File: src/rtl/stream_mux_rr.sv
// stream_mux_rr: N:1 valid/ready stream multiplexer with a single registered
// output stage. Channel selection is either an external select (mode=0) or a
// round-robin arbiter (mode=1) whose pointer advances past the last served
// channel, so idle channels are skipped without costing a cycle.
module stream_mux_rr #(
    parameter int WIDTH = 2,
    parameter int NCH   = 4,
    localparam int SEL_W = $clog2(NCH)
) (
    input  logic                 clk,
    input  logic                 rst_n,
    input  logic                 mode,
    input  logic [SEL_W-1:0]     sel,
    input  logic [NCH*WIDTH-1:0] in_data,
    input  logic [NCH-1:0]       in_valid,
    output logic [NCH-1:0]       in_ready,
    output logic [WIDTH-1:0]     out_data,
    output logic [SEL_W-1:0]     out_ch,
    output logic                 out_valid,
    input  logic                 out_ready
);

    logic [WIDTH-1:0] out_data_q,  out_data_d;
    logic [SEL_W-1:0] out_ch_q,    out_ch_d;
    logic             out_valid_q, out_valid_d;
    logic [SEL_W-1:0] ptr_q,       ptr_d;

    logic             ld;
    logic [SEL_W-1:0] grant;
    logic             gv;
    logic [SEL_W-1:0] rr_grant;
    logic             rr_found;
    logic             fix_gv;
    logic [WIDTH-1:0] mux_data;

    // The output register can take a new beat when empty or being drained.
    assign ld = !out_valid_q || out_ready;

    // Round-robin search starting at ptr, wrapping modulo NCH; first valid wins.
    always_comb begin
        int idx;
        idx      = 0;
        rr_grant = '0;
        rr_found = 1'b0;
        for (int k = 0; k < NCH; k++) begin
            idx = int'(ptr_q) + k;
            if (idx >= NCH) begin
                idx = idx - NCH;
            end
            if (!rr_found && in_valid[idx]) begin
                rr_found = 1'b1;
                rr_grant = SEL_W'(idx);
            end
        end
    end

    // Fixed-mode valid lookup; a select value with no matching channel never grants.
    always_comb begin
        fix_gv = 1'b0;
        for (int i = 0; i < NCH; i++) begin
            if (sel == SEL_W'(i)) begin
                fix_gv = in_valid[i];
            end
        end
    end

    // Pick the grant source according to mode, then mux the granted channel's data.
    always_comb begin
        grant    = mode ? rr_grant : sel;
        gv       = mode ? rr_found : fix_gv;
        mux_data = '0;
        for (int i = 0; i < NCH; i++) begin
            if (grant == SEL_W'(i)) begin
                mux_data = in_data[i*WIDTH +: WIDTH];
            end
        end
    end

    // Per-channel ready: only the granted channel, and only when the stage can load.
    generate
        for (genvar gi = 0; gi < NCH; gi++) begin : g_ready
            assign in_ready[gi] = ld && gv && (grant == SEL_W'(gi));
        end
    endgenerate

    // Next-state for the output stage and the round-robin pointer.
    always_comb begin
        out_data_d  = out_data_q;
        out_ch_d    = out_ch_q;
        out_valid_d = out_valid_q;
        ptr_d       = ptr_q;
        if (ld) begin
            if (gv) begin
                out_data_d  = mux_data;
                out_ch_d    = grant;
                out_valid_d = 1'b1;
                if (mode) begin
                    ptr_d = (grant == SEL_W'(NCH-1)) ? '0 : grant + 1'b1;
                end
            end else begin
                out_valid_d = 1'b0;
            end
        end
    end

    // State registers; reset discards any in-flight beat and rewinds the pointer.
    always_ff @(posedge clk or negedge rst_n) begin
        if (!rst_n) begin
            out_data_q  <= '0;
            out_ch_q    <= '0;
            out_valid_q <= 1'b0;
            ptr_q       <= '0;
        end else begin
            out_data_q  <= out_data_d;
            out_ch_q    <= out_ch_d;
            out_valid_q <= out_valid_d;
            ptr_q       <= ptr_d;
        end
    end

    assign out_data  = out_data_q;
    assign out_ch    = out_ch_q;
    assign out_valid = out_valid_q;

endmodule

File: config.mk
export PLATFORM = sky130hd
export DESIGN_NAME = stream_mux_rr
export DESIGN_NICKNAME = d
export VERILOG_FILES = /design/src/rtl/stream_mux_rr.sv
export SDC_FILE = /design/constraint.sdc
export NUM_CORES = 1
export LEC_CHECK = 0
export CAP_MARGIN = 20
export CORE_MARGIN = 1.5
export CORE_UTILIZATION = 40
export DETAILED_ROUTE_END_ITERATION = 8
export GPL_TIMING_DRIVEN = 0
export PLACE_DENSITY_LB_ADDON = 0.2
export SLEW_MARGIN = 25
export SYNTH_ARGS = -nofsm -noshare
export SYNTH_HDL_FRONTEND = slang
export SYNTH_SLANG_ARGS = --single-unit
File: constraint.sdc
create_clock -name clk -period 3.2 [get_ports clk]
set_clock_uncertainty 0.15 [all_clocks]
set_input_delay 0.32 -clock clk [delete_from_list [all_inputs] [get_ports clk]]
set_output_delay 0.32 -clock clk [all_outputs]
set_load 0.02 [all_outputs]
==> impl.org <==
** STA
- Setup violations remaining at the end of the flow were counted as 0.
- Relative slew slack :: 0.731
- Based on the critical path, the design can be clocked at up to between 300 and 400 MHz.
- For the pin with the worst max-slew slack, the measured transition is approximately 0.4 ns.
- Setup repair after global routing missed its margin :: false
- Worst Hold Margin :: around 0.17 ns
- The number of pins exceeding their max-slew limit in the final report is 0.
- The final hold violation count is 0.
- Ratio of final minimum period to clock period :: 0.954
- After layout, the minimum clock period comes to slightly above 3 ns.
- Final worst slack :: roughly 0.15 ns

** Global routing
- Largest net degree at the start of global routing :: 11
- The total overflow left after global routing is 0.
- Global-route wire length before repair :: about 2500 µm
- Number of global-route vias before repair :: ~610
- Number of antenna violations at the first check in global routing :: 0
- Across every metal layer, demand over resource in global routing totals 0.170.

** Synthesis
- EDFF count, synth :: 0
- A synthesized cell averages ~9.2 µm².
- Most frequent cells after synthesis :: sky130_fd_sc_hd__dfrtp_1 (7), sky130_fd_sc_hd__nand2b_1 (7), sky130_fd_sc_hd__a21oi_1 (6)
- Post-synthesis sequential element count :: 7
- The synthesized netlist contains 31 unique library cells.
- The share of the Yosys chip area taken by registers is 0.258.
- Synth async-reset ratio :: 1.00
- Area share of the leading cell type in the synthesized netlist :: 0.258
- Top cells by area, synth :: sky130_fd_sc_hd__dfrtp_1 (26%), sky130_fd_sc_hd__ha_1 (7.4%), sky130_fd_sc_hd__mux2_4 (6.6%)
- In this run the cell area of the synthesized design comes to 678 µm².
- Number of warnings printed during yosys synthesis :: 0
- For this run, the leading register cell type out of synthesis is sky130_fd_sc_hd__dfrtp_1.
- Synth Net Count :: 96
- Number of instances in the synthesized netlist :: 74
- Area leader, netlist :: sky130_fd_sc_hd__dfrtp_1

** Floorplanning
- IO Pins :: 27
- Die Height :: 44.2 µm
- Row generation in the floorplan step produced 14 rows.
- The initial utilization of the core area, before any placement, comes to 0.440.
- Core box area :: between 1500 and 2000 µm²
- Horizontal die dimension :: around 44 µm
- The die covers ~2000 µm².

** Worst setup path
- Capturing element type of the critical path :: output pin
- Counting both buffers and inverters, the worst setup path holds a total of 3.
- Largest delay contributor family on the critical path :: buffers and inverters
- The worst setup path is launched from an input port.
- The critical path is of the in2out type.
- R2r worst-path depth :: 9
- Counting stages on the worst path, the most repeated cell is sky130_fd_sc_hd__clkdlybuf4s50_1.
- Worst Path Arrival :: about 2.6 ns
- The critical path starts at in_valid[0].
- Highest net fanout along the worst path :: 6
- The slowest stage of the critical path is the sky130_fd_sc_hd__clkdlybuf4s50_1 cell.
- Origin of the critical flop-to-flop path :: ptr_q[0]
- In this run the critical register-to-register path is captured at out_data[0].
- Flop-to-flop setup slack :: between 0.6 and 0.7 ns
- Data on the critical path is required at its endpoint by 2.73 ns.
- Worst stage delay on the critical path :: 0.53 ns
- Traced cell by cell, the critical path runs through clkdlybuf4s50_1, nand2b_1, a21oi_1, o41ai_4, inv_1, ha_1, and2_1, clkdlybuf4s50_1.

** Power and ir drop
- Dividing total power by cell area gives a power density of around 540 nW/µm².
- Peak supply drop :: 0.000256 V
- Reported leakage power :: 0.447 nW

** Hold path
- Hold Path Class :: in2async

** Finish
- Of the cells placed in the final design, the portion with a size suffix greater than 1 is 0.165.
- At the end of the flow, the number of nets in the layout was between 100 and 150.
- The number of antenna diodes in the final layout is 0.
- Synth-to-Final Area Change :: 47.8%

** Clock tree
- CTS sink count :: 7
- In this run the number of H-tree levels came out at 1.
- Counting the buffers created by CTS gives 3.
- Hold_buf cts :: 0
- After clock tree synthesis, the clock-pin slew on the worst setup and hold paths is around 0.050 ns.
- TritonCTS built the clock tree.
- Maximum buffer depth of the clock tree :: 2
- Clock latency on the worst-skew pair :: between 0.2 and 0.3 ns
- Clock root buffer :: sky130_fd_sc_hd__clkbuf_4

** Drt
- Post-route antenna net violation count :: 0
- The detailed router placed around 640 vias in this run.
- For this block, the routed nets add up to 1520 µm of wire.
- 1st-iter DRT viols :: 8
- Detail-routed via count per cell :: about 5.4
- DRC viols :: 0
- Detailed-route wire length per cell :: 12.8 µm
- Count of TritonRoute iterations in the first routing pass :: 4

** Run status
- Run status :: finished clean

** Run
- Max-cap violations in this run came to 0.

** Placement
- The wire-length estimate of the detail-placed layout is around 1200 µm.
- The congestion estimate from routability-driven global placement came to about 0.86.
- OpenSTA, run right after detailed placement, puts the worst setup slack at -0.0557 ns.
- In this run the tool buffered the top-level ports with 24 buffer cells.
final cells by class:
class	count	area, µm²
fill	143	539
multi-input combinational	60	492
timing repair buffer	25	255
sequential	7	175
clock buffer	4	26.3
tap	16	20.0
inverter	5	18.8
buffer	2	15.0
registers in the layout (all words and copies together) (netlist names):
signal	flops
out_valid	1
ptr_q	2
out_ch	2
out_data	2
logic make-up after synthesis:
kind of cell | synth area share
AOI/OAI and AO/OA | 0.218
DFF | 0.258
adders and majority gates | 0.0738
buffers and inverters | 0.0498
muxes | 0.149
and+or+nand+nor | 0.251
routing by layer:
layer / wire (µm) / global-route usage / share of wire
met4: 27 / 0.0909 / 0.018
met1: 736 / 0.210 / 0.48
met3: 45 / 0.0245 / 0.030
met2: 710 / 0.285 / 0.47
met5: 0 / 0 / 0
timing repair:
action | in CTS | in global routing
setup buffers | 0 | 1
pin swaps | 0 | 1
gates resized for setup | 1 | 7
endpoints found under the hold margin | 0 | 0
endpoints found under the setup margin | 3 | 4
placed cells by master (no fill, tap or decap), types with 2 or more instances in the layout:
cell type                         Yosys  routed
sky130_fd_sc_hd__clkdlybuf4s50_1      0      21
sky130_fd_sc_hd__nor3_1               2       2
sky130_fd_sc_hd__dfrtp_1              7       7
sky130_fd_sc_hd__clkbuf_1             1       2
sky130_fd_sc_hd__dlymetal6s2s_1       0       3
sky130_fd_sc_hd__nor2_1               5       5
sky130_fd_sc_hd__mux2_4               3       3
sky130_fd_sc_hd__and2_1               4       4
sky130_fd_sc_hd__nand2_1              5       5
sky130_fd_sc_hd__ha_1                 4       2
sky130_fd_sc_hd__o21a_1               2       2
sky130_fd_sc_hd__inv_1                5       5
sky130_fd_sc_hd__ha_2                 0       2
sky130_fd_sc_hd__a21oi_1              6       6
sky130_fd_sc_hd__clkbuf_4             0       3
sky130_fd_sc_hd__a22o_1               2       2
sky130_fd_sc_hd__nand2b_1             7       7
sky130_fd_sc_hd__o21ai_0              4       4
worst reg2reg max path: stages, from the launching register on:
cell and delay [ns]:
sky130_fd_sc_hd__dfrtp_1 0.47, sky130_fd_sc_hd__nand2b_1 0.16, sky130_fd_sc_hd__a21oi_1 0.12, sky130_fd_sc_hd__o41ai_4 0.47, sky130_fd_sc_hd__inv_1 0.12, sky130_fd_sc_hd__ha_1 0.28
sky130_fd_sc_hd__a21oi_1 0.12, sky130_fd_sc_hd__o21ai_0 0.11, sky130_fd_sc_hd__a22o_1 0.19, sky130_fd_sc_hd__mux2_4 0.25
worst max-delay path by stage:
stage	endpoint	slack (ns)	cells after the start
after floorplan	out_data[1]	0.81	9
after global placement	in_ready[3]	0.02	7
after detailed placement	in_ready[2]	-0.06	8
after CTS	in_ready[3]	0.06	7
after global routing	in_ready[0]	0.02	8
final	in_ready[0]	0.15	8
through the flow:
| stage | cells | instance area (µm²) | total power [W] | setup TNS [ns] | util |
|---|---|---|---|---|---|
| final | 119 | 1000 | 0.000543 | 0 | 0.650 |
| after global routing | 119 | 1000 | 0.000586 | 0 | 0.650 |
| after CTS | 118 | 976 | 0.000539 | 0 | 0.633 |
| after detailed placement | 114 | 938 | 0.000446 | -0.128 | 0.609 |
| after global placement | 114 | 938 | 0.000440 | 0 | 0.609 |
| after floorplan | 74 | 678 | 0.000334 | 0 | - |
power breakdown:
| group | internal (W) | switching (W) |
|---|---|---|
| clock | 0.0000477 | 0.0000342 |
| combinational | 0.000165 | 0.000137 |
| sequential | 0.000121 | 0.0000378 |
| total | 0.000334 | 0.000209 |
(Power assumes the default switching activity.)
